==> src/rtl/snes_pad_mmio.sv <==
// SNES game-pad initiator on the dmem bus: polls 16 buttons over latch/clock/data and exposes them as registers.
// Optional EDGES register (pressed-since-clear) is built only when SNES_PAD_EDGES_EN is defined.
module snes_pad_mmio #(
    parameter logic [12:0] BASE_ADDR    = 13'h1F00,
    parameter int          CLK_DIV      = 150,
    parameter int          LATCH_CYCLES = 600,
    parameter int          POLL_PERIOD  = 833333
) (
    input  logic        clock,
    input  logic        reset_n,
    input  logic [12:0] address,
    input  logic [31:0] data_in,
    input  logic        wren,
    output logic [31:0] data_out,
    output logic        pad_latch,
    output logic        pad_clk,
    input  logic        pad_data
);
    localparam int CNT_MAX = (LATCH_CYCLES > CLK_DIV) ? LATCH_CYCLES : CLK_DIV;
    localparam int CW      = $clog2(CNT_MAX + 1);
    localparam int TW      = $clog2(POLL_PERIOD + 1);
    localparam logic [CW-1:0] LATCH_LAST = CW'(LATCH_CYCLES - 1);
    localparam logic [CW-1:0] DIV_LAST   = CW'(CLK_DIV - 1);
    localparam logic [TW-1:0] POLL_LAST  = TW'(POLL_PERIOD - 1);

    typedef enum logic [2:0] {
        S_IDLE   = 3'd0,
        S_LATCH  = 3'd1,
        S_HI     = 3'd2,
        S_LO     = 3'd3,
        S_COMMIT = 3'd4
    } state_t;

    state_t        state_q;
    logic [CW-1:0] cnt_q;
    logic [3:0]    idx_q;
    logic [15:0]   shift_q;
    logic [TW-1:0] timer_q;
    logic          pad_latch_q;
    logic          pad_clk_q;
    logic [15:0]   buttons_q, buttons_d;
    logic          fresh_q, fresh_d;
    logic          poll_en_q, poll_en_d;

    logic [12:0]   off_s;
    logic          sel_s;
    logic          wr_status_s;
    logic          wr_ctrl_s;
    logic          busy_s;
    logic          commit_s;
    logic          timer_hit_s;
    logic          start_s;
    logic          unused_data_s;

    // Offsets below BASE_ADDR wrap to large values, so one compare covers the window.
    assign off_s       = address - BASE_ADDR;
    assign sel_s       = (off_s < 13'd3);
    assign wr_status_s = wren && sel_s && (off_s == 13'd0);
    assign wr_ctrl_s   = wren && sel_s && (off_s == 13'd2);
    assign busy_s      = (state_q != S_IDLE);
    assign commit_s    = (state_q == S_COMMIT);
    assign timer_hit_s = poll_en_q && (timer_q == POLL_LAST);
    assign start_s     = !busy_s && (timer_hit_s || (wr_ctrl_s && data_in[1]));
    assign pad_latch   = pad_latch_q;
    assign pad_clk     = pad_clk_q;

`ifdef SNES_PAD_EDGES_EN
    logic        wr_edges_s;
    logic [15:0] edges_q, edges_d;
    assign wr_edges_s    = wren && sel_s && (off_s == 13'd1);
    assign unused_data_s = ^data_in[31:16];
`else
    assign unused_data_s = ^data_in[31:2];
`endif

    // Poll timer and pad protocol sequencer with registered pad outputs.
    always_ff @(posedge clock or negedge reset_n) begin
        if (!reset_n) begin
            state_q     <= S_IDLE;
            cnt_q       <= '0;
            idx_q       <= 4'd0;
            shift_q     <= 16'd0;
            timer_q     <= '0;
            pad_latch_q <= 1'b0;
            pad_clk_q   <= 1'b1;
        end else begin
            if (!poll_en_q) begin
                timer_q <= '0;
            end else if (!busy_s) begin
                timer_q <= timer_hit_s ? '0 : timer_q + TW'(1);
            end
            case (state_q)
                S_IDLE: begin
                    if (start_s) begin
                        state_q     <= S_LATCH;
                        cnt_q       <= '0;
                        pad_latch_q <= 1'b1;
                    end
                end
                S_LATCH: begin
                    if (cnt_q == LATCH_LAST) begin
                        state_q     <= S_HI;
                        cnt_q       <= '0;
                        idx_q       <= 4'd0;
                        pad_latch_q <= 1'b0;
                    end else begin
                        cnt_q <= cnt_q + CW'(1);
                    end
                end
                S_HI: begin
                    if (cnt_q == DIV_LAST) begin
                        shift_q[idx_q] <= ~pad_data;
                        state_q        <= S_LO;
                        cnt_q          <= '0;
                        pad_clk_q      <= 1'b0;
                    end else begin
                        cnt_q <= cnt_q + CW'(1);
                    end
                end
                S_LO: begin
                    if (cnt_q == DIV_LAST) begin
                        cnt_q     <= '0;
                        pad_clk_q <= 1'b1;
                        if (idx_q == 4'd15) begin
                            state_q <= S_COMMIT;
                        end else begin
                            state_q <= S_HI;
                            idx_q   <= idx_q + 4'd1;
                        end
                    end else begin
                        cnt_q <= cnt_q + CW'(1);
                    end
                end
                S_COMMIT: begin
                    state_q <= S_IDLE;
                end
                default: begin
                    state_q     <= S_IDLE;
                    pad_latch_q <= 1'b0;
                    pad_clk_q   <= 1'b1;
                end
            endcase
        end
    end

    // Next-state for the bus-visible registers; a COMMIT set beats a same-cycle clear.
    always_comb begin
        buttons_d = buttons_q;
        fresh_d   = fresh_q;
        poll_en_d = poll_en_q;
        if (commit_s) begin
            buttons_d = shift_q;
            fresh_d   = 1'b1;
        end else if (wr_status_s) begin
            fresh_d   = 1'b0;
        end else begin
            fresh_d   = fresh_q;
        end
        if (wr_ctrl_s) begin
            poll_en_d = data_in[0];
        end else begin
            poll_en_d = poll_en_q;
        end
`ifdef SNES_PAD_EDGES_EN
        edges_d = edges_q;
        if (wr_edges_s) begin
            edges_d = edges_d & ~data_in[15:0];
        end else begin
            edges_d = edges_q;
        end
        if (commit_s) begin
            edges_d = edges_d | (shift_q & ~buttons_q);
        end else begin
            edges_d = edges_d;
        end
`endif
    end

    // Bus-visible register state.
    always_ff @(posedge clock or negedge reset_n) begin
        if (!reset_n) begin
            buttons_q <= 16'd0;
            fresh_q   <= 1'b0;
            poll_en_q <= 1'b0;
`ifdef SNES_PAD_EDGES_EN
            edges_q   <= 16'd0;
`endif
        end else begin
            buttons_q <= buttons_d;
            fresh_q   <= fresh_d;
            poll_en_q <= poll_en_d;
`ifdef SNES_PAD_EDGES_EN
            edges_q   <= edges_d;
`endif
        end
    end

    // Read mux; zero outside the window so the parent can OR it onto the bus.
    always_comb begin
        data_out = 32'd0;
        if (sel_s) begin
            case (off_s)
                13'd0:   data_out = {14'd0, busy_s, fresh_q, buttons_q};
`ifdef SNES_PAD_EDGES_EN
                13'd1:   data_out = {16'd0, edges_q};
`else
                13'd1:   data_out = 32'd0;
`endif
                13'd2:   data_out = {31'd0, poll_en_q};
                default: data_out = 32'd0;
            endcase
        end else begin
            data_out = 32'd0;
        end
    end
endmodule

==> config.mk <==
export PLATFORM = sky130hd
export DESIGN_NAME = snes_pad_mmio
export DESIGN_NICKNAME = d
export VERILOG_FILES = /design/src/rtl/snes_pad_mmio.sv
export SDC_FILE = /design/constraint.sdc
export NUM_CORES = 1
export LEC_CHECK = 0
export CAP_MARGIN = 25
export CORE_UTILIZATION = 56
export CTS_CLUSTER_SIZE = 28
export DETAILED_ROUTE_END_ITERATION = 10
export GPL_TIMING_DRIVEN = 0
export PLACE_DENSITY = 0.86
export SLEW_MARGIN = 20
export SYNTH_ARGS = -nofsm -noshare
export SYNTH_HDL_FRONTEND = slang
export SYNTH_SLANG_ARGS = --single-unit
==> constraint.sdc <==
create_clock -name clock -period 5.76 [get_ports clock]
set_clock_uncertainty 0.2 [all_clocks]
set_input_delay 1.152 -clock clock [delete_from_list [all_inputs] [get_ports clock]]
set_output_delay 1.152 -clock clock [all_outputs]
set_load 0.01 [all_outputs]
==> results.py, run 1 <==
metrics = {
    "run_status": {
        "status": "complete, no violations",
    },
    "setup_path": {
        "worst_r2r_startpoint": "cnt_q[1]",
        "crit_type": "in2out",
        "cp.arrival_ps": 4050,
        "r2r_cells": 8,
        "worst_r2r_endpoint": "state_q[2]",
        "required_ps": 4410,
        "endpoint_kind": "primary output",
        "start_kind": "primary input",
        "ff2ff_setup_slack_ps": 3140,
        "critPathMaxFanout": 10,
    },
    "synthesis": {
        "yosysWarningCount": 0,
        "synth_edf_count": 0,
        "ys_ff_latch": 73,
        "seq_area_frac_synth_pct": 45.3,
        "postSynthAreaPerCell_um2": 9.85,
        "synth_cell_type_count": 56,
        "synthFlopType": "dfrtp_1",
        "synth_area_um2": 4040,
        "syn_inst": 410,
        "async_flop_share_pct": 100,
    },
    "route": {
        "drt_iter0_drc": 169,
        "viasPerCell": 5.62,
        "wl_per_cell_um": 15.1,
        "antenna_left": 0,
        "vias": 3227,
        "wl_um": 8670,
        "drt-pass1-iter-count": 5,
        "drcViolationCount": 0,
    },
    "clock_tree": {
        "clock-sinks": 73,
        "clk_latency_ps": 350,
        "postCtsSetupBuffers": 0,
        "root_buffer": "clkbuf_8",
        "htreeDepth": 3,
        "tritoncts": "yes",
        "cts_buffers": 9,
        "clk_pin_slew_ps": 80,
        "cts_buffer_depth": 2,
    },
    "worst_hold_path": {
        "worstHoldPathCells": 1,
        "hp-class": "reg2reg",
        "min_from": "fresh_q",
        "hold_end": "fresh_q",
    },
    "placed_design": {
        "dp_hpwl_um": 6400,
        "port_buffers": 38,
        "placed_cell_area_um2": 4620,
        "post-place-ws_ps": 85.6,
        "gp_congestion": 0.833,
    },
    "layout": {
        "drive_gt1_share_pct": 12.8,
        "fin_area_um2": 4820,
        "nNetsFinal": 532,
        "area_delta_synth_final_pct": 19.5,
        "num_antenna_cells": 0,
    },
    "sta": {
        "tightest_slew_ps": 1000,
        "grt_setup_unrepaired": "false",
        "hold_violations": 0,
        "setup_viol": 0,
        "fmax_mhz": 185,
        "finalMaxSlewViolations": 0,
        "holdWs_ps": 273,
        "fin_crit_ps": 5400,
        "fin_crit_sh_pct": 93.8,
        "relSlewSlack_pct": 32.8,
        "worst_slack_ps": 359,
    },
    "die": {
        "dieArea_um2": 7560,
        "initial_utilization_pct": 58.8,
        "core_area_um2": 6870,
        "die_w_um": 86.9,
        "boundaryPins": 83,
        "rows": 30,
        "die_y_um": 86.9,
    },
    "grt": {
        "grt_start_max_net_pins": 58,
        "grtUsageTotal_pct": 25.0,
        "grt_pass1_wl_um": 14400,
        "grt_overflow_total": 0,
        "antenna_found_initial": 0,
        "grt_pass1_vias": 3182,
    },
    "power": {
        "peakVddDrop_mv": 0.123,
        "leakage_nw": 2.25,
        "cellPowerDensity_nw_per_um2": 202,
    },
    "flow_run": {
        "cap_violations": 0,
    },
}
-- sequential cells by signal, summed over array words and instances, names as in the netlist --
signal	count
timer_q	20
buttons_q	16
shift_q	16
cnt_q	10
idx_q	4
state_q	3
fresh_q	1
pad_clk	1
pad_latch	1
poll_en_q	1
-- cell type report --
class | count | area [um2]
buffer | 29 | 164
inverter | 26 | 97.6
tap | 96 | 120
clock buffer | 11 | 141
fill | 500 | 2040
clock inverter | 5 | 55.1
timing repair buffer | 39 | 405
sequential | 73 | 1830
multi-input combinational | 295 | 2010
-- worst max-delay path by stage --
stage | slack (ps) | start | end
2_1_floorplan | 1520 | address[8] | data_out[17]
3_3_place_gp | -200 | address[8] | data_out[14]
3_5_place_dp | 90 | address[8] | data_out[17]
4_1_cts | 80 | address[8] | data_out[17]
5_1_grt | 130 | address[8] | data_out[8]
6_report | 360 | address[8] | data_out[8]
-- critical path: stages --
cell,delay (ps)
clkdlybuf4s50_1,500
ha_1,370
nor4b_4,220
nand4b_2,220
nor4_4,530
clkbuf_1,320
and2_1,190
clkdlybuf4s50_1,540
-- per-stage QoR --
stage / util [%] / TNS, ps / power (mW) / instances
2_1_floorplan: - / 0 / 0.553 / 423
3_3_place_gp: 66.8 / -1900 / 0.580 / 557
3_5_place_dp: 67.2 / 0 / 0.585 / 558
4_1_cts: 70.1 / 0 / 0.981 / 574
5_1_grt: 70.2 / 0 / 1.01 / 574
6_report: 70.2 / 0 / 0.976 / 574
-- logic make-up after synthesis --
group | count (synthesis) | share of synthesized area [%]
other cells | 1 | 0.0928
flops | 73 | 45.3
fa+ha+maj | 10 | 3.10
xor+xnor | 14 | 3.04
mux | 38 | 9.98
buf+inv | 55 | 6.47
compound gates | 50 | 8.46
simple gates | 169 | 23.6
-- synthesized netlist by cell type (2+ instances only) --
| master | count | share of area, % |
|---|---|---|
| nand3_1 | 23 | 2.9 |
| nor4b_1 | 2 | 0.43 |
| o31a_1 | 2 | 0.43 |
| a21oi_1 | 11 | 1.4 |
| or3b_2 | 2 | 0.43 |
| nand4b_1 | 2 | 0.43 |
| nor2_1 | 27 | 2.5 |
| and2_1 | 22 | 3.4 |
| a21bo_2 | 2 | 0.50 |
| or4_1 | 3 | 0.56 |
| and3_1 | 8 | 1.2 |
| nand2_1 | 35 | 3.3 |
| inv_1 | 26 | 2.4 |
| nand2b_1 | 4 | 0.62 |
| nor4_1 | 5 | 0.77 |
| nand4_1 | 6 | 0.93 |
| clkbuf_1 | 13 | 1.2 |
| o211ai_1 | 2 | 0.37 |
| buf_4 | 14 | 2.6 |
| mux2_2 | 18 | 5.0 |
| nor2b_1 | 3 | 0.46 |
| nand3b_1 | 2 | 0.37 |
| and4_1 | 4 | 0.87 |
| xor2_1 | 10 | 2.2 |
| a22o_1 | 6 | 1.3 |
| o22ai_1 | 3 | 0.46 |
| a21o_1 | 2 | 0.37 |
| ha_1 | 10 | 3.1 |
| nor3_1 | 9 | 1.1 |
| dfrtp_1 | 72 | 45 |
| buf_2 | 2 | 0.25 |
| nand4bb_1 | 2 | 0.56 |
| nor3b_1 | 2 | 0.37 |
| mux2i_1 | 20 | 5.0 |
| o21ai_0 | 8 | 0.99 |
| a31oi_1 | 5 | 0.77 |
| xnor2_1 | 4 | 0.87 |
-- where the power goes --
| part | switching [mW] | leakage, nW | internal (mW) |
|---|---|---|---|
| Combinational | 0.0283 | 1.20 | 0.0255 |
| Sequential | 0.00322 | 0.954 | 0.518 |
| Clock | 0.191 | 0.0953 | 0.210 |
| Total | 0.223 | 2.25 | 0.754 |
-- metal layers --
metal	vias up	global-route usage [%]	wire [um]
li1	1536	-	-
met1	1548	31.9	3760
met2	116	39.8	4120
met3	27	5.31	521
met4	0	13.6	267
met5	-	0	0
-- what timing repair did --
| item | in CTS | in global routing |
|---|---|---|
| gates resized for setup | 0 | 1 |
| setup endpoints to repair | 0 | 10 |
| hold buffers | 0 | 0 |
-- placed cells by master, fill, tap and decap left out, drive strengths merged, types with 11 or more instances in the layout --
master / netlist / routed
nand3: 23 / 23
inv: 26 / 26
clkbuf: 13 / 24
conb: 1 / 14
mux2: 18 / 18
mux2i: 20 / 20
dfrtp: 72 / 72
nand2: 35 / 35
nor2: 27 / 27
and2: 22 / 22
clkdlybuf4s50: 0 / 37
buf: 16 / 18
a21oi: 11 / 11
Note: power is estimated with default switching activity, not from simulation.
==> run 2: changes to the inputs <==
--- a/config.mk
+++ b/config.mk
@@ -6,11 +6,12 @@
 export NUM_CORES = 1
 export LEC_CHECK = 0
 export CAP_MARGIN = 25
-export CORE_UTILIZATION = 56
+export CORE_UTILIZATION = 57
+export CTS_BUF_LIST = sky130_fd_sc_hd__clkbuf_8
 export CTS_CLUSTER_SIZE = 28
 export DETAILED_ROUTE_END_ITERATION = 10
 export GPL_TIMING_DRIVEN = 0
-export PLACE_DENSITY = 0.86
+export PLACE_DENSITY = 0.88
 export SLEW_MARGIN = 20
 export SYNTH_ARGS = -nofsm -noshare
 export SYNTH_HDL_FRONTEND = slang
==> run 2 against run 1 <==
Effect of this change: via count increased by 0.77%; sequential cell count did not move; critical path depth stayed put; cell count is 0.17% lower; largest cell class unchanged; highest routed layer unchanged; critical endpoint unchanged; non-clock buffer count unchanged.
==> results.py, run 2 (same netlist as run 1, synthesis figures left out) <==
metrics = {
    "clock_tree": {
        "tritoncts": "yes",
        "cts_hold_buf": 0,
        "cts_buffers": 9,
        "clock-sinks": 73,
        "postCtsSetupBuffers": 0,
        "root_buffer": "clkbuf_8",
        "htreeDepth": 3,
        "clk_latency_ps": 360,
        "clk_pin_slew_ps": 80,
        "cts_buffer_depth": 2,
    },
    "route": {
        "drt_iter0_drc": 243,
        "antenna_left": 0,
        "drt-pass1-iter-count": 5,
        "viasPerCell": 5.68,
        "wl_um": 8780,
        "vias": 3252,
        "drcViolationCount": 0,
        "wl_per_cell_um": 15.3,
    },
    "layout": {
        "multi_input_area_um2": 2010,
        "drive_gt1_share_pct": 12.8,
        "num_antenna_cells": 0,
        "largest_reg_flops": 20,
        "top_register": "timer_q",
        "nNetsFinal": 532,
        "final_cell_mix": "dfrtp_1, clkdlybuf4s50_1, nand2_1",
        "area_delta_synth_final_pct": 20.4,
        "seqCellArea_um2": 1830,
        "fillers": 489,
        "mostFrequentLayoutCell": "dfrtp_1",
        "reg_top3": "timer_q x20, buttons_q x16, shift_q x16",
    },
    "power": {
        "leakage_nw": 2.28,
        "peakVddDrop_mv": 0.137,
        "cellPowerDensity_nw_per_um2": 218,
        "power_mw": 1.06,
    },
    "sta": {
        "hold_violations": 0,
        "holdWs_ps": 279,
        "grt_setup_unrepaired": "false",
        "relSlewSlack_pct": 36.6,
        "fmax_mhz": 185,
        "fin_crit_sh_pct": 94.0,
        "setup_viol": 0,
        "finalMaxSlewViolations": 0,
        "fin_crit_ps": 5410,
        "tightest_slew_ps": 944,
        "worst_slack_ps": 348,
    },
    "setup_path": {
        "cp_common_cell": "clkdlybuf4s50_1",
        "crit_chain": "clkdlybuf4s50_1, ha_1, nor4b_4, nand4b_2, nor4_4, clkbuf_1, and2_1, clkdlybuf4s50_1",
        "r2r_cells": 8,
        "endpoint_kind": "primary output",
        "ff2ff_setup_slack_ps": 3170,
        "critical_path.startpoint": "address[8]",
        "critPathMaxStageDelay_ps": 530,
        "critPathMaxFanout": 10,
        "worst_r2r_endpoint": "cnt_q[5]",
        "cp.arrival_ps": 4060,
        "cp_slowest_cell": "clkdlybuf4s50_1",
        "worst_r2r_startpoint": "state_q[0]",
        "crit_type": "in2out",
        "start_kind": "primary input",
        "required_ps": 4410,
    },
    "grt": {
        "grt_pass1_vias": 3107,
        "grt_pass1_wl_um": 14600,
        "grtUsageTotal_pct": 25.4,
        "antenna_found_initial": 0,
        "grt_overflow_total": 0,
        "grt_start_max_net_pins": 41,
    },
    "placed_design": {
        "gp_congestion": 0.821,
        "port_buffers": 38,
        "post-place-ws_ps": 107,
        "dp_hpwl_um": 6080,
    },
    "worst_hold_path": {
        "worstHoldPathCells": 1,
        "hp-class": "reg2reg",
        "hold_end": "fresh_q",
        "min_from": "fresh_q",
    },
    "run_status": {
        "status": "complete, no violations",
    },
    "flow_run": {
        "cap_violations": 0,
    },
    "die": {
        "initial_utilization_pct": 59.1,
        "dieArea_um2": 7430,
        "die_w_um": 86.2,
        "boundaryPins": 83,
        "die_y_um": 86.2,
        "rows": 30,
        "core_area_um2": 6830,
    },
}
[run 2: power by group]
group	switching [mW]	total [mW]	leakage, nW	internal [mW]
logic	0.0279	0.0528	1.20	0.0249
clock network	0.191	0.488	0.122	0.297
registers	0.00321	0.521	0.954	0.518
[run 2: how the worst max path moves through the flow]
stage | cells after the start | slack [ps] | to
after floorplan | 6 | 1520 | data_out[17]
after global placement | 8 | -180 | data_out[13]
after detailed placement | 8 | 110 | data_out[9]
after CTS | 8 | 100 | data_out[9]
after global routing | 8 | 180 | data_out[17]
final | 8 | 350 | data_out[8]
[run 2: area by class of cell]
type                            count  share of cell area (%)
Inverter                           26                    2.01
Timing Repair Buffer               39                    8.18
Buffer                             29                    3.37
Clock buffer                       10                    2.83
Multi-Input combinational cell    295                    41.4
Tap cell                           96                    2.47
Sequential cell                    73                    37.6
Clock inverter                      5                    2.14
[run 2: worst max-delay path, delay by kind of cell]
family | cells | cell delay, ps
adders and majority gates | 1 | 360
buffers and inverters | 3 | 1380
and+or+nand+nor | 4 | 1160
[run 2: stage by stage]
stage                     std cells  setup TNS [ps]  cell area [um2]  utilization [%]
after global routing            573               0             4860             71.2
after CTS                       573               0             4850             71.0
after detailed placement        558               0             4610             67.5
after global placement          557           -1730             4590             67.2
final                           573               0             4860             71.2
after floorplan                 423               0             4090                -
[run 2: per-layer routing]
metal / share of wire [%] / vias to the layer above / GRT usage (%)
met4: 2.3 / 0 / 11.5
met5: 0 / - / 0
met3: 5.4 / 18 / 5.14
met2: 47 / 104 / 39.5
met1: 45 / 1591 / 34.5
li1: - / 1539 / -
[run 2: repair_timing]
| item | in CTS | in global routing |
|---|---|---|
| endpoints found under the hold margin | 0 | 0 |
| endpoints found under the setup margin | 0 | 10 |
| gates resized for setup | 0 | 1 |
